### config.mk
export PLATFORM = sky130hd
export DESIGN_NAME = mips_divider
export DESIGN_NICKNAME = d
export VERILOG_FILES = /design/src/rtl/mips_div_pkg.sv /design/src/rtl/mips_divider_sub.sv /design/src/rtl/mips_divider.sv
export SDC_FILE = /design/constraint.sdc
export NUM_CORES = 1
export LEC_CHECK = 0
export ABC_AREA = 1
export CORE_MARGIN = 2
export CORE_UTILIZATION = 48
export CTS_BUF_LIST = sky130_fd_sc_hd__clkbuf_4 sky130_fd_sc_hd__clkbuf_8 sky130_fd_sc_hd__clkbuf_16
export CTS_CLUSTER_SIZE = 30
export DETAILED_ROUTE_END_ITERATION = 16
export PLACE_DENSITY = 0.81
export REMOVE_ABC_BUFFERS = 1
export SYNTH_ARGS = -nofsm -noshare
export SYNTH_HDL_FRONTEND = slang
export SYNTH_SLANG_ARGS = --single-unit
export TNS_END_PERCENT = 30
### constraint.sdc
create_clock -name clk -period 3.2 [get_ports clk]
set_clock_uncertainty 0.2 [all_clocks]
set_input_delay 0.8 -clock clk [delete_from_list [all_inputs] [get_ports clk]]
set_output_delay 0.8 -clock clk [all_outputs]
set_load 0.1 [all_outputs]
### src/rtl/mips_div_pkg.sv
// mips_div_pkg
// Shared definitions for the MIPS multi-cycle divider: FSM state encoding,
// iteration count, the divide-by-zero quotient constant and a small
// two's-complement helper used when forming magnitudes and signed results.
package mips_div_pkg;

  typedef enum logic [1:0] {
    ST_IDLE = 2'd0,
    ST_RUN  = 2'd1,
    ST_FIX  = 2'd2,
    ST_DONE = 2'd3
  } div_state_e;

  localparam int          DIV_ITERS     = 32;
  localparam int          CNT_W         = 6;
  localparam logic [31:0] DIV_ZERO_QUOT = 32'hFFFF_FFFF;

  // Conditionally negate a 32-bit value (two's complement).
  function automatic logic [31:0] cond_neg(input logic neg, input logic [31:0] v);
    return neg ? (~v + 32'd1) : v;
  endfunction

endpackage

### src/rtl/mips_divider_sub.sv
// _32bit_sub
// 32-bit subtractor cell: diff = a + ~b + cin, cout is the carry out.
// With cin = 1 this is a - b, and cout = 1 means no borrow (a >= b).
// Ports:
//   a, b  : 32-bit operands
//   cin   : carry in (1 for a true subtraction)
//   diff  : 32-bit result
//   cout  : carry out
module _32bit_sub (
  input  logic [31:0] a,
  input  logic [31:0] b,
  input  logic        cin,
  output logic [31:0] diff,
  output logic        cout
);

  logic [32:0] sum;

  assign sum  = {1'b0, a} + {1'b0, ~b} + {32'd0, cin};
  assign diff = sum[31:0];
  assign cout = sum[32];

endmodule

### src/rtl/mips_divider.sv
// mips_divider
// Multi-cycle 32-bit DIV/DIVU for the MIPS EX stage. Restoring shift-subtract,
// one quotient bit per cycle on operand magnitudes, with sign fix-up at the end.
// Ports:
//   clk, rst_n   : clock, asynchronous active-low reset
//   start        : request a division (accepted only when idle)
//   is_signed    : 1 = DIV (two's complement), 0 = DIVU
//   dividend     : numerator
//   divisor      : denominator
//   busy         : high from the cycle after an accepted start through done
//   done         : one-cycle pulse, results valid from this cycle on
//   div_by_zero  : last operation had a zero divisor
//   quotient     : LO result
//   remainder    : HI result
module mips_divider
  import mips_div_pkg::*;
#(
  parameter int WIDTH = 32
) (
  input  logic             clk,
  input  logic             rst_n,
  input  logic             start,
  input  logic             is_signed,
  input  logic [WIDTH-1:0] dividend,
  input  logic [WIDTH-1:0] divisor,
  output logic             busy,
  output logic             done,
  output logic             div_by_zero,
  output logic [WIDTH-1:0] quotient,
  output logic [WIDTH-1:0] remainder
);

  div_state_e       state_reg, state_next;
  logic [CNT_W-1:0] cnt_reg, cnt_next;
  logic [32:0]      prem_reg, prem_next;   // partial remainder
  logic [31:0]      pquo_reg, pquo_next;   // dividend magnitude, becomes quotient
  logic [31:0]      dvsr_reg, dvsr_next;   // divisor magnitude
  logic             q_neg_reg, q_neg_next;
  logic             r_neg_reg, r_neg_next;
  logic [31:0]      quotient_reg, quotient_next;
  logic [31:0]      remainder_reg, remainder_next;
  logic             dz_reg, dz_next;
  logic             busy_reg, busy_next;
  logic             done_reg, done_next;

  // One iteration: shift {partial remainder, dividend} left and trial-subtract.
  logic [32:0] shifted;
  logic [31:0] diff;
  logic        cout;
  logic        no_borrow;

  assign shifted = {prem_reg[31:0], pquo_reg[31]};

  _32bit_sub u_sub (
    .a    (shifted[31:0]),
    .b    (dvsr_reg),
    .cin  (1'b1),
    .diff (diff),
    .cout (cout)
  );

  // The shifted-out bit 32 means the 33-bit value certainly exceeds the
  // 32-bit divisor even when the low-word subtract borrows. prem_reg[32] is
  // always 0 between iterations (remainder < divisor) but is kept in the term
  // so the full 33-bit partial remainder participates.
  assign no_borrow = cout | shifted[32] | prem_reg[32];

  always_ff @(posedge clk or negedge rst_n) begin
    if (!rst_n) begin
      state_reg     <= ST_IDLE;
      cnt_reg       <= '0;
      prem_reg      <= '0;
      pquo_reg      <= '0;
      dvsr_reg      <= '0;
      q_neg_reg     <= 1'b0;
      r_neg_reg     <= 1'b0;
      quotient_reg  <= '0;
      remainder_reg <= '0;
      dz_reg        <= 1'b0;
      busy_reg      <= 1'b0;
      done_reg      <= 1'b0;
    end else begin
      state_reg     <= state_next;
      cnt_reg       <= cnt_next;
      prem_reg      <= prem_next;
      pquo_reg      <= pquo_next;
      dvsr_reg      <= dvsr_next;
      q_neg_reg     <= q_neg_next;
      r_neg_reg     <= r_neg_next;
      quotient_reg  <= quotient_next;
      remainder_reg <= remainder_next;
      dz_reg        <= dz_next;
      busy_reg      <= busy_next;
      done_reg      <= done_next;
    end
  end

  always_comb begin
    state_next     = state_reg;
    cnt_next       = cnt_reg;
    prem_next      = prem_reg;
    pquo_next      = pquo_reg;
    dvsr_next      = dvsr_reg;
    q_neg_next     = q_neg_reg;
    r_neg_next     = r_neg_reg;
    quotient_next  = quotient_reg;
    remainder_next = remainder_reg;
    dz_next        = dz_reg;

    case (state_reg)
      ST_IDLE: begin
        if (start) begin
          q_neg_next = is_signed & (dividend[31] ^ divisor[31]);
          r_neg_next = is_signed & dividend[31];
          pquo_next  = cond_neg(is_signed & dividend[31], dividend);
          dvsr_next  = cond_neg(is_signed & divisor[31], divisor);
          cnt_next   = '0;
          prem_next  = '0;
          if (divisor == 32'd0) begin
            // Zero divisor: results are known immediately, skip the iterations.
            quotient_next  = DIV_ZERO_QUOT;
            remainder_next = dividend;
            dz_next        = 1'b1;
            state_next     = ST_DONE;
          end else begin
            state_next = ST_RUN;
          end
        end
      end

      ST_RUN: begin
        prem_next = no_borrow ? {1'b0, diff} : shifted;
        pquo_next = {pquo_reg[30:0], no_borrow};
        cnt_next  = cnt_reg + CNT_W'(1);
        if (cnt_reg == CNT_W'(DIV_ITERS - 1)) begin
          state_next = ST_FIX;
        end
      end

      ST_FIX: begin
        // Output registers only change here (or on a zero divisor), so the
        // previous result holds throughout a running operation.
        quotient_next  = cond_neg(q_neg_reg, pquo_reg);
        remainder_next = cond_neg(r_neg_reg, prem_reg[31:0]);
        dz_next        = 1'b0;
        state_next     = ST_DONE;
      end

      ST_DONE: begin
        state_next = ST_IDLE;
      end

      default: begin
        state_next = ST_IDLE;
      end
    endcase

    // Status outputs are registered views of the state being entered.
    busy_next = (state_next != ST_IDLE);
    done_next = (state_next == ST_DONE);
  end

  assign busy        = busy_reg;
  assign done        = done_reg;
  assign div_by_zero = dz_reg;
  assign quotient    = quotient_reg;
  assign remainder   = remainder_reg;

endmodule

=== Word level (Yosys, flattened, before mapping) ===
Cells that the tools add are included.

* Output and inout port bits: 67
* Latch bits: 0
* Bits in read-only memories: 0
* Logic and storage cells: 69
* Flip-flop bits (word level): 174
* Memory bits (writable): 0
* Memories kept: 0

* Div/mod/pow operators: 0
* Magnitude comparators: 0
* Bitwise operators: 11
* Add/sub/neg operators: 7
* Multiplexer cells: 24
* Shift operators: 0
* Equality and inequality tests: 7
* Multipliers: 0
* Reductions and logical operators: 8

{| class="wikitable"
|+ Operator list
! kind !! count
|-
| 32-bit two-way mux || 9
|-
| 32-bit case mux with 2 select lines || 3
|-
| 32-bit inverter || 5
|-
| 32-bit by 1-bit adder with 32-bit output (second input constant) || 4
|-
| 33-bit two-way mux || 2
|-
| 33-bit case mux with 2 select lines || 1
|-
| 32-bit by 32-bit adder with 33-bit output || 1
|-
| 33-bit by 1-bit adder with 33-bit output (second input constant) || 1
|-
| 32-bit logical NOT || 1
|-
| 6-bit case mux with 2 select lines || 1
|-
| 2-bit case mux with 4 select lines || 1
|-
| 6-bit by 1-bit adder with 6-bit output (second input constant) || 1
|-
| 2-bit == test (second input constant) || 3
|-
| 6-bit by 5-bit == test with 1-bit output (second input constant) || 1
|-
| 2-bit two-way mux || 3
|-
| 6-bit two-way mux || 1
|-
| 2-bit nonzero test || 3
|-
| 2-bit inequality test (second input constant) || 2
|-
| 2-bit AND reduction || 2
|-
| 1-bit AND || 3
|-
| 3-bit AND reduction || 1
|-
| 2-bit by 1-bit == test with 1-bit output (second input constant) || 1
|-
| 2-bit logical NOT || 1
|-
| 1-bit two-way mux || 2
|-
| other kinds (3) || 4
|}

=== Depth between registers and ports, before layout ===
* Word-level depth: 7
* Mapped depth: 17
* Depth with buffers taken out: 16

=== Cells and area by module ===
Synthesis repeated with hierarchy kept, for this count alone.

* Cell total of the unflattened synthesis: 2205
* Area, all modules: 13610.6 um2

{| class="wikitable"
|+ By module, submodules not included
! module !! times used !! area an instance (um2) !! cells an instance
|-
| mips_divider || 1 || 11020.6 || 1658
|-
| _32bit_sub || 1 || 2590.0 || 547
|}

=== Worst setup path before layout ===
No wires, ideal clock.

* Kind: input to register
* Start: input port divisor[0]
* End: register remainder_reg[1], in the netlist remainder[1]
* Stages on the path: 12
* Path slack: 0.880 ns
* Setup time: 0.127 ns
* Arrival: 1.993 ns
* Path through: inv_1 ha_1 nand3_1 nor2_1 nand2_1 nor2_1 nand2_1 nand2_2 nand2_4 buf_2 nand2_1 o31ai_2

* Word-level cells in the longest chain between the ends: 3

{| class="wikitable"
|+ Ends and longest elaborated chain
! what !! line !! text
|-
| from (decl) || mips_divider.sv:25 || <nowiki>input logic [WIDTH-1:0] divisor,</nowiki>
|-
| 32-bit logical NOT || mips_divider.sv:119 || <nowiki>if (divisor == 32'd0) begin</nowiki>
|-
| 2-bit inequality test (no line) || n/a ||
|-
| 3-bit AND reduction (no line) || n/a ||
|-
| to (signal assigned) || mips_divider.sv:91 || <nowiki>remainder_reg <= remainder_next;</nowiki>
|-
| to (decl) || mips_divider.sv:41 || <nowiki>logic [31:0] remainder_reg, remainder_next;</nowiki>
|}

Every way passes these cells.
A chain may end at the register's enable or synchronous reset.

=== Worst setup path after layout ===
* Start: register pquo_reg[31]
* End: register prem_reg[25]

* Word-level cells in the longest chain between the ends: 6

{| class="wikitable"
|+ Ends and longest elaborated chain
! what !! line !! text
|-
| from (decl) || mips_divider.sv:36 || <nowiki>logic [31:0] pquo_reg, pquo_next;</nowiki>
|-
| from (signal assigned) || mips_divider.sv:86 || <nowiki>pquo_reg <= pquo_next;</nowiki>
|-
| 32-bit by 32-bit adder with 33-bit output (*) || mips_divider_sub.sv:19 || <nowiki>assign sum = {1'b0, a} + {1'b0, ~b} + {32'd0, cin};</nowiki>
|-
| 33-bit by 1-bit adder with 33-bit output (*) || mips_divider_sub.sv:19 ||
|-
| 1-bit bitwise OR (2 in a row) || mips_divider.sv:66 || <nowiki>assign no_borrow = cout | shifted[32] | prem_reg[32];</nowiki>
|-
| 33-bit two-way mux (*) || mips_divider.sv:132 || <nowiki>prem_next = no_borrow ? {1'b0, diff} : shifted;</nowiki>
|-
| 33-bit case mux with 2 select lines (*) || mips_divider.sv:110 || <nowiki>case (state_reg)</nowiki>
|-
| to (signal assigned) || mips_divider.sv:85 || <nowiki>prem_reg <= prem_next;</nowiki>
|-
| to (decl) || mips_divider.sv:35 || <nowiki>logic [32:0] prem_reg, prem_next;</nowiki>
|}

Every way passes the cells marked *; elsewhere a longest branch is shown, timed or not.

==> impl_metrics.toml <==
[sta]
rsz0062_at_grt = "false"
worst_pin_slew_ps = 683
setup_viol = 0
min_period_over_period = 0.911
hold_ws_ps = 59.2
layout_setup_ws_ps = 285
hold_viol = 0
fmax_mhz = 343
min_period_ps = 2920
report.final.slew_viol_count = 0
max_slew_margin = 0.544
fin_tns_setup_ps = 0

[setup_path]
r2r_end = "prem_reg[25]"
r2r-start = "pquo_reg[31]"
end_kind = "flop"
crit_slowest_cell = "dfrtp_1"
worst-path-buf-inv = 2
cp_top_family = "simple AND/OR/NAND/NOR gates"
max_stage_delay_ps = 410
path_class = "flop to flop"
critical_path_required_ps = 3380
ff2ff_path_depth = 16
r2r_slack_ps = 280
crit_fanout = 11
cp_common_cell = "nand2_1"
critPathArrivalTime_ps = 3090
cp_cell_sequence = "inv_1 -> ha_1 -> fa_1 -> inv_1 -> nand2_1 -> nand2_1 -> nand3_1 -> nand2_2 -> nand2_2 -> nand2_2 -> nand2_1 -> nand2_1 -> nand3_2 -> nand2_1 -> nand2_1 -> nand2_1"
cp-start-kind = "flop"

[grt]
grt_first_pass_wirelength_mm = 71.0
grt_max_degree = 56
grt_overflow = 0
grt_pass1_vias = 13700
grt_busiest_layer = "met2"
met3_usage = 0.0302
met1_usage = 0.359
grtUsageTotal = 0.294
antenna_found_initial = 0
grt_use_met2 = 0.531

[clock_network]
cts_buffers = 17
ctsRootBufferMaster = "clkbuf_16"
cts_setup_buffers = 0
cts_tree = "done"
htreeDepth = 4
path_clk_slew_ps = 70
clock_latency_ps = 440
clockBufferDepth = 2
postCtsHoldBufs = 0
post_cts_resized = 0
cts.sinks = 174

[floorplan]
die_y_um = 174
ios = 135
die_area_mm2 = 0.0303
start_util = 0.486
core_mm2 = 0.0285
rows = 62
die_x_um = 174

[placement]
postPlaceCellArea_mm2 = 0.0156
gp_congestion = 0.959
io_buffers = 134
dp_hpwl_mm = 35.2
dp_worst_setup_slack_ps = -28.7

[synthesis]
synth_area_leaders = "dfrtp_1 31%, nand2_1 20%, inv_1 8.3%, nand3_1 7.9%, nor2_1 6.7%"
synth_seq_cells = 174
synth-seq-area-share = 0.314
synthAdderAreaFrac = 0.0348
synth_cell_types = 52
synth_top_family_by_area = "simple AND/OR/NAND/NOR gates"
synthArstFlopShare = 1.00
dominantRegCellSynth = "dfrtp_1"
synthesis.instances = 2227
syn_area_mm2 = 0.0139
synth-xor-area-share = 0.0328
synthSimpleGateAreaFrac = 0.394
synth_warnings = 0
synthMuxAreaShare = 0
synth-compound-area-share = 0.114
synth_edf_count = 0
avgSynthCellArea_um2 = 6.23
synth_top_area_cell = "dfrtp_1"
yosysTopAreaCellShare = 0.314

[detailed_routing]
drt-vias-per-instance = 5.29
routedWlPerCell_um = 16.0
wl_mm = 44.1
drc = 0
drt_pass1_iterations = 6
initialDrtViolationCount = 1242
vias = 14600
ant_nets = 0

[power]
p_seq_frac = 0.221
sw_frac_of_total = 0.573
p_leak_nw = 8.29
peakVddDrop_mv = 0.444
combPwrFrac = 0.675
power_density_mw_per_mm2 = 1230
switchingPower_mw = 11.4
internal_power_mw = 8.47
p_clk_frac = 0.104

[finish]
fin_area_mm2 = 0.0162
drive_above_1_share = 0.0835
insertedDiodeCount = 0
area_growth_pct = 16.7
final_nets = 2463
fin_util = 0.567
largest_reg_flops = 33

[flow_run]
drv_cap = 0

[worst_hold_path]
hp-class = "primary input to asynchronous set/reset pin"

[status]
status = "complete, no violations"
[routing by layer]
layer / share of wire / vias up
met3: 0.049 / 92
li1: - / 7320
met4: 0.035 / 0
met5: 0 / -
met1: 0.42 / 6671
met2: 0.50 / 480
[power by group through the flow]
stage / Sequential, mW / Clock, mW / Combinational [mW]
5_1_grt: 4.51 / 2.18 / 14.9
3_3_place_gp: 4.34 / 0 / 13.0
3_5_place_dp: 4.38 / 0 / 13.3
2_1_floorplan: 6.51 / 0 / 7.64
6_report: 4.38 / 2.06 / 13.4
4_1_cts: 4.34 / 2.09 / 13.3
[synthesized netlist by cell type, drive strengths merged, types with 2 or more instances]
cell,n
o22a,2
clkinv,5
xor2,36
clkbuf,34
a31oi,5
a21oi,85
nand4,25
ha,37
dfrtp,174
nand2,764
o31ai,4
buf,33
o211ai,10
nor2,260
or2,5
inv,309
xnor2,16
o21a,4
nand3,222
nor3,20
a22oi,28
nor4,2
o22ai,8
nand3b,4
and2,8
a21boi,2
o21ai,120
[cells by family after synthesis]
family,Yosys count
AOI/OAI and AO/OA,272
xor gates and xnor gates,52
and+or+nand+nor,1310
buffers and inverters,381
adders and majority gates,38
DFF,174
[final cells by class]
type | count | area (um^2)
clock buffer | 18 | 439
inverter | 314 | 1180
timing repair buffer | 178 | 1620
tap | 384 | 480
sequential | 174 | 4350
fill | 2856 | 12400
multi-input combinational | 1672 | 7980
clock inverter | 14 | 133
[worst max path at each step]
stage	start	to	slack (ps)	cells after the start
2_1_floorplan	state_reg[1]	pquo_reg[10]	-340	6
3_3_place_gp	divisor[0]	quotient[27]	40	13
3_5_place_dp	divisor[0]	remainder[0]	-30	13
4_1_cts	pquo_reg[31]	prem_reg[25]	310	16
5_1_grt	pquo_reg[31]	prem_reg[21]	80	16
6_report	pquo_reg[31]	prem_reg[25]	280	16
[worst reg2reg max path: stages, from the launching register on]
cell	delay (ps)
dfrtp_1	410
inv_1	170
ha_1	290
fa_1	410
inv_1	110
nand2_1	50
nand2_1	70
nand3_1	80
nand2_2	110
nand2_2	70
nand2_2	110
nand2_1	100
nand2_1	100
nand3_2	290
nand2_1	160
nand2_1	70
nand2_1	50
[cell usage in the layout (no fill, tap or decap), types with 5 or more instances in the layout]
cell type and instances:
o21ai_1 15, xnor2_1 16, o211ai_1 10, xor2_1 36
a31oi_1 5, nand2_2 10, nand4_1 25, o21ai_0 103
buf_12 9, nor3_1 18, nand3_1 218, clkdlybuf4s50_1 66
dfrtp_1 174, clkinv_4 5, o22ai_1 8, nor2_1 248
a22oi_1 28, ha_1 37, a21oi_1 73, nor2_2 8
inv_1 304, and2_1 7, buf_4 102, clkbuf_16 17
clkinv_1 5, nand2_1 752, a21oi_2 12
[metrics by stage]
stage / power [mW] / std cells
after floorplan: 14.1 / 2160
after global placement: 17.4 / 2722
after detailed placement: 17.6 / 2722
after CTS: 19.8 / 2754
after global routing: 21.6 / 2754
final: 19.9 / 2754
(Power assumes the default switching activity.)
